## config.mk

```make
export PLATFORM = sky130hd
export DESIGN_NAME = ram_port_arbiter
export DESIGN_NICKNAME = d
export VERILOG_FILES = /design/src/rtl/ram_port_arbiter.sv
export SDC_FILE = /design/constraint.sdc
export NUM_CORES = 1
export LEC_CHECK = 0
export ABC_CLOCK_PERIOD_IN_PS = 2850
export CORE_AREA = 4 4 105 107
export DETAILED_ROUTE_END_ITERATION = 8
export DIE_AREA = 0 0 109 111
export HOLD_SLACK_MARGIN = 0.03
export MAX_ROUTING_LAYER = met4
export SLEW_MARGIN = 10
export SYNTH_ARGS = -nofsm -noshare
export SYNTH_HDL_FRONTEND = slang
export SYNTH_SLANG_ARGS = --single-unit
```

## constraint.sdc

```tcl
create_clock -name clk -period 2.85 [get_ports clk]
set_input_delay 0.855 -clock clk [delete_from_list [all_inputs] [get_ports clk]]
set_output_delay 0.855 -clock clk [all_outputs]
set_load 0.01 [all_outputs]
```

## src/rtl/ram_port_arbiter.sv

```systemverilog
// Arbitrates one single-port synchronous RAM between an instruction-fetch port (I)
// and a load/store port (D); D has priority, bounded by a starvation limit for I.
module ram_port_arbiter #(
    parameter int CPU_WIDTH    = 32,
    parameter int RAM_WIDTH    = 31,
    parameter int STARVE_LIMIT = 4
) (
    input  logic                   clk,
    input  logic                   a_reset_n,

    input  logic                   i_req,
    input  logic [RAM_WIDTH-1:0]   i_addr,
    output logic                   i_gnt,
    output logic                   i_rsp_valid,
    output logic [CPU_WIDTH-1:0]   i_rdata,

    input  logic                   d_req,
    input  logic                   d_we,
    input  logic [CPU_WIDTH/8-1:0] d_be,
    input  logic [RAM_WIDTH-1:0]   d_addr,
    input  logic [CPU_WIDTH-1:0]   d_wdata,
    output logic                   d_gnt,
    output logic                   d_rsp_valid,
    output logic [CPU_WIDTH-1:0]   d_rdata,

    output logic                   ram_en,
    output logic                   ram_we,
    output logic [CPU_WIDTH/8-1:0] ram_be,
    output logic [RAM_WIDTH-1:0]   ram_addr,
    output logic [CPU_WIDTH-1:0]   ram_wdata,
    input  logic [CPU_WIDTH-1:0]   ram_rdata
);

    localparam int          BE_W  = CPU_WIDTH / 8;
    localparam logic [3:0]  LIMIT = 4'(STARVE_LIMIT);

    // Who was granted last cycle, i.e. who owns the read data arriving now.
    typedef enum logic [1:0] {
        OWN_NONE = 2'd0,
        OWN_I    = 2'd1,
        OWN_D    = 2'd2
    } owner_t;

    owner_t     owner;
    logic       wr_q;
    logic [3:0] starve_cnt;

    // NOTE: every combinational output gets a default first, so no path leaves it unassigned (no latch).
    always_comb begin
        d_gnt = 1'b0;
        i_gnt = 1'b0;
        if (a_reset_n) begin
            if (d_req && (!i_req || starve_cnt < LIMIT))
                d_gnt = 1'b1;
            else if (i_req)
                i_gnt = 1'b1;
        end
    end

    always_comb begin
        ram_en    = i_gnt | d_gnt;
        ram_we    = 1'b0;
        ram_be    = '0;
        ram_addr  = '0;
        ram_wdata = '0;
        if (d_gnt) begin
            ram_we    = d_we;
            ram_be    = d_be;
            ram_addr  = d_addr;
            ram_wdata = d_wdata;
        end else if (i_gnt) begin
            ram_be    = {BE_W{1'b1}};
            ram_addr  = i_addr;
        end
    end

    // NOTE: sequential state uses non-blocking assignments so all registers update together at the edge.
    always_ff @(posedge clk or negedge a_reset_n) begin
        if (!a_reset_n) begin
            owner      <= OWN_NONE;
            wr_q       <= 1'b0;
            starve_cnt <= 4'd0;
        end else begin
            if (d_gnt)
                owner <= OWN_D;
            else if (i_gnt)
                owner <= OWN_I;
            else
                owner <= OWN_NONE;

            wr_q <= d_gnt & d_we;

            // Counts D grants that I has had to sit through; saturates at the limit.
            if (!i_req || i_gnt)
                starve_cnt <= 4'd0;
            else if (d_gnt && starve_cnt < LIMIT)
                starve_cnt <= starve_cnt + 4'd1;
        end
    end

    assign i_rsp_valid = (owner == OWN_I);
    assign d_rsp_valid = (owner == OWN_D);
    assign i_rdata     = i_rsp_valid ? ram_rdata : '0;
    // Writes complete with a response but return zero data.
    assign d_rdata     = (d_rsp_valid && !wr_q) ? ram_rdata : '0;

endmodule

```

Word-level counts from Yosys, hierarchy flattened. Cells that the tools add are included.

Input port bits: 135. Output and inout port bits: 137. Word-level logic and storage cells: 34. Register bits: 7.

Reduce and logical (&&, ||, !) cells: 8. Muxes and demuxes: 17. Bitwise operators: 2. Order comparisons: 1. Add/subtract/negate cells: 1. Equal/unequal tests: 2.

Operator list (number): 32-bit two-way mux (3); 31-bit two-way mux (2); 4-bit two-way mux (4); 1-bit two-way mux (7); 4-bit by 1-bit adder with 4-bit output (second input constant) (1); 4-bit by 3-bit less-than comparator with 1-bit output (second input constant) (1); 1-bit logical AND (3); 2-bit by 1-bit equality test with 1-bit output (second input constant) (1); 2-bit equality test (second input constant) (1); 1-bit zero test (2); 1-bit logical OR (2); 2-bit two-way mux (1); 2-bit nonzero test (1); 1-bit AND (1); 1-bit bitwise OR (1).

Logic depth before layout (Yosys ltp).
Depth in word-level cells: 8. Depth in mapped cells: 5. Mapped depth without buffers: 3.

Worst setup path before layout. Ideal clock, no wire load.

Kind: in2out. From: in d_req. To: out ram_addr[11]. Data required time: 1995 ps. Buffers on the path: 3. Arrival: 1619 ps. Stages on the path: 5. Slack: 376 ps. Cell sequence: buf_6 > nor3b_4 > buf_6 > buf_6 > o22ai_1.

Word-level cells in the longest chain between the ends: 5. Elaborated cells on any way between the ends: 7. Those cells by class: mux (6); reduce/logical (1).

Ends and longest elaborated chain: start: declaration (line 17) `input logic d_req,`; 1-bit logical AND * (line 53) `if (d_req && (!i_req || starve_cnt < LIMIT))`; 1-bit two-way mux (line 53); 1-bit two-way mux (line 52) `if (a_reset_n) begin`; 31-bit two-way mux (line 71) `end else if (i_gnt) begin`; 31-bit two-way mux * (line 66) `if (d_gnt) begin`; end: declaration (line 29) `output logic [RAM_WIDTH-1:0] ram_addr,`.

Every way passes the cells marked *; elsewhere a longest branch is shown, timed or not.

Worst setup path after layout.
From: in ram_rdata[22]. To: out i_rdata[22].

Word-level cells in the longest chain between the ends: 1.

Ends and longest elaborated chain: start: declaration (line 31) `input logic [CPU_WIDTH-1:0] ram_rdata`; 32-bit two-way mux (line 103) `assign i_rdata = i_rsp_valid ? ram_rdata : '0;`; end: declaration (line 15) `output logic [CPU_WIDTH-1:0] i_rdata,`.

No other way between the ends.

==> results.md <==
- Outcome: finished clean
- # DRC: 0
- Tcrit/Tclk final: between 90% and 100%
- GR peak layer: met2
- Crit end category: output pin
- Pwr Density: 164 mW/mm^2
- CTS Root Cell: clkbuf_8
- Hold Vio Cnt, Final: 0
- Multi-input gate area: 0.00137 mm^2
- Clk_lat worst skew: 0.22 ns
- Antenna viol nets, final: 0
- Via density: 4.55
- Post-DP Area: approximately 0.0047 mm^2
- Non-Filler Instances: approximately 670
- Met3 Usage GRT: 4.31%
- H-tree levels: 1
- Minimum clock period: 2.84 ns
- Wire per inst: 16.6 um
- CP cell instances: clkdlybuf4s50_1, and2_1, clkdlybuf4s50_1
- Fmax: 0.352 GHz
- Area growth syn-to-layout: 176%
- Seq/Total Area, Yosys: 10.2%
- Tot GR Track Use: 16.9%
- Net Count, Synth: about 400
- Reg clk slew, reported paths: roughly 0.04 ns
- Grt met1 use: 18.1%
- CP max FO: 2
- ANT cells: 0
- CP startpoint: ram_rdata[22]
- Layout cell share with drive strength beyond 1: 17.4%
- Clk sinks: 7
- Distinct cells, synth: 26
- Yosys top cell by area: and2_1
- Max stage delay on crit path: around 0.53 ns
- Layout Skew: roughly 0.0027 ns
- Hold Buf Count CTS: 0
- Max Cap Viol: 0
- Startpoint Class: input pin
- Final instance area: about 0.0047 mm^2
- Final worst slack: 0.00951 ns
- Die Y: between 100 and 150 um
- VDD IR-drop max: 0.0949 mV
- Hold_ws: slightly above 0.5 ns
- Synth Register Bits: 7
- CTS buffer count: 3
- Critical Path Slowest Stage Cell: clkdlybuf4s50_1
- Vias in the first global route: 3039
- Setup TNS: 0 ns
- M2 GR Usage: 31.9%
- Hold Crit Start: starve_cnt[1]
- Cell row count: 37
- Final wirelength: 11.1 mm
- Die area: 0.0121 mm^2
- Via count: slightly above 3000
- Required @ worst endpoint: 2.00 ns
- CTS tree: yes
- R2R Path Start: starve_cnt[3]
- Synth warnings: 0
- TritonRoute pass-1 iters: 6
- Fin. max-slew vios: 0
- Mapped Area: roughly 0.0017 mm^2
- I/O Buffers: 271
- Mapped Cells: 259
- Routability Congestion: around 0.78
- Top post-synthesis cells by area: and2_1 (24%), nand3_1 (18%), and3_1 (12%), o22ai_1 (11%), dfrtp_1 (10%)
- Layout Nets: 670
- Buffers and inverters on the worst path: 2
- Initial DRC count: approximately 170
- Static leakage: 2.80 nW
- Worst Hold Class: flip-flop to flip-flop
- Ports: 272
- Die width: 109 um
- Reg area: 175 um^2
- Final setup fails: 0
- CTS Buffer Depth: 2
- CP Class: input pin to output pin
- First-pass GRT wire length: ~16 mm
- GR Overflow Total: 0
- Post-Place Worst Slack: -0.561 ns
- Initial antenna violation count: 0
- Yosys top cell area share: 24.0%
- Placed cell count: 654
- Initial core utilization: about 17%
- Power Total: 0.778 mW
- Relative slew slack: 78.3%
- Fillers: 1018
- CORE AREA: 0.0101 mm^2
- Top delay family on crit path: buffers and inverters
- Most Frequent Cell on Critical Path: clkdlybuf4s50_1
- Worst EP arrival: 1.99 ns
- Largest net degree at the start of global routing: ~50
- Worst-Margin Slew: between 0.3 and 0.4 ns
- Syn avg cell area: 6.64 um^2
- Finished Core Util: 46.8%
- Hpwl dp: between 8 and 9 mm
## cell usage after synthesis
master and count:
a22o_1 1, a32o_1 1, a41o_1 1, and2_1 66, and2_4 1, and2b_1 1
and3_1 34, and3b_1 1, buf_2 10, buf_4 5, buf_6 5, clkbuf_1 12
clkbuf_2 3, dfrtp_1 7, ha_1 1, nand2_1 1, nand3_1 63, nor2_1 3
nor2b_1 3, nor3b_2 1, nor3b_4 1, o21a_1 2, o21ai_2 1, o22ai_1 29
o22ai_2 3, o2bb2ai_1 3
## sequential cells by signal, summed over array words and instances, names as in the netlist
signal / cells
owner: 2
starve_cnt: 4
wr_q: 1
## cell families (layout without fill, tap and decap cells)
family	count (synthesis)	after routing	synth area share [%]
and+or+nand+nor	175	176	59.9
adders and majority gates	1	1	0.727
buffers and inverters	35	308	11.9
AOI/OAI and AO/OA	41	41	17.3
DFF	7	7	10.2
## path summary, 6_finish.rpt
| kind | endpoint | depth (start not counted) | slack (ns) |
|---|---|---|---|
| worst min-delay path | starve_cnt[1] | 1 | 0.52 |
| worst max-delay path | i_rdata[22] | 3 | 0.01 |
| worst min register to register | starve_cnt[1] | 1 | 0.52 |
| max in group asynchronous | owner[0] | 3 | 1.91 |
| min in group asynchronous | starve_cnt[1] | 3 | 0.81 |
| worst max register to register | owner[1] | 5 | 1.47 |
## final cells by class
cell class                      count  share of cell area, %
Clock buffer                        4                  0.949
Timing Repair Buffer              304                   63.0
Tap cell                          136                   3.58
Sequential cell                     7                   3.69
Multi-Input combinational cell    218                   28.8
## layout by cell type, fill, tap and decap left out, types with 2 or more instances in the layout
cell / n
clkbuf_2: 28
buf_16: 2
and3_1: 34
clkdlybuf4s50_1: 144
dlymetal6s2s_1: 38
buf_12: 9
clkdlybuf4s15_2: 6
buf_4: 19
nor2b_1: 3
o22ai_1: 29
clkbuf_8: 3
nand3_1: 63
and2_1: 66
buf_6: 4
o22ai_2: 3
nor2_1: 3
o2bb2ai_1: 3
dfrtp_1: 7
dlygate4sd2_1: 31
buf_2: 11
clkdlybuf4s15_1: 11
## where the power goes
group	internal (mW)	total (mW)	switching, mW
Combinational	0.331	0.536	0.205
Sequential	0.103	0.105	0.00200
Clock	0.0966	0.137	0.0404
Total	0.530	0.778	0.247
## per-layer routing
metal  vias up  wire length [um]  share of wire [%]
li1       1483                 -                  -
met1      1397              4080                 37
met2       156              5930                 53
met3         8              1050                9.4
met4         0                79               0.71
met5         -                 0                  0
## timing repair
action	CTS	global route
resized for setup	158	94
pin swaps	1	0
setup endpoints to repair	87	79
endpoints found under the hold margin	0	0
cloned	3	0
buffers inserted	8	0
(Power assumes the default switching activity.)
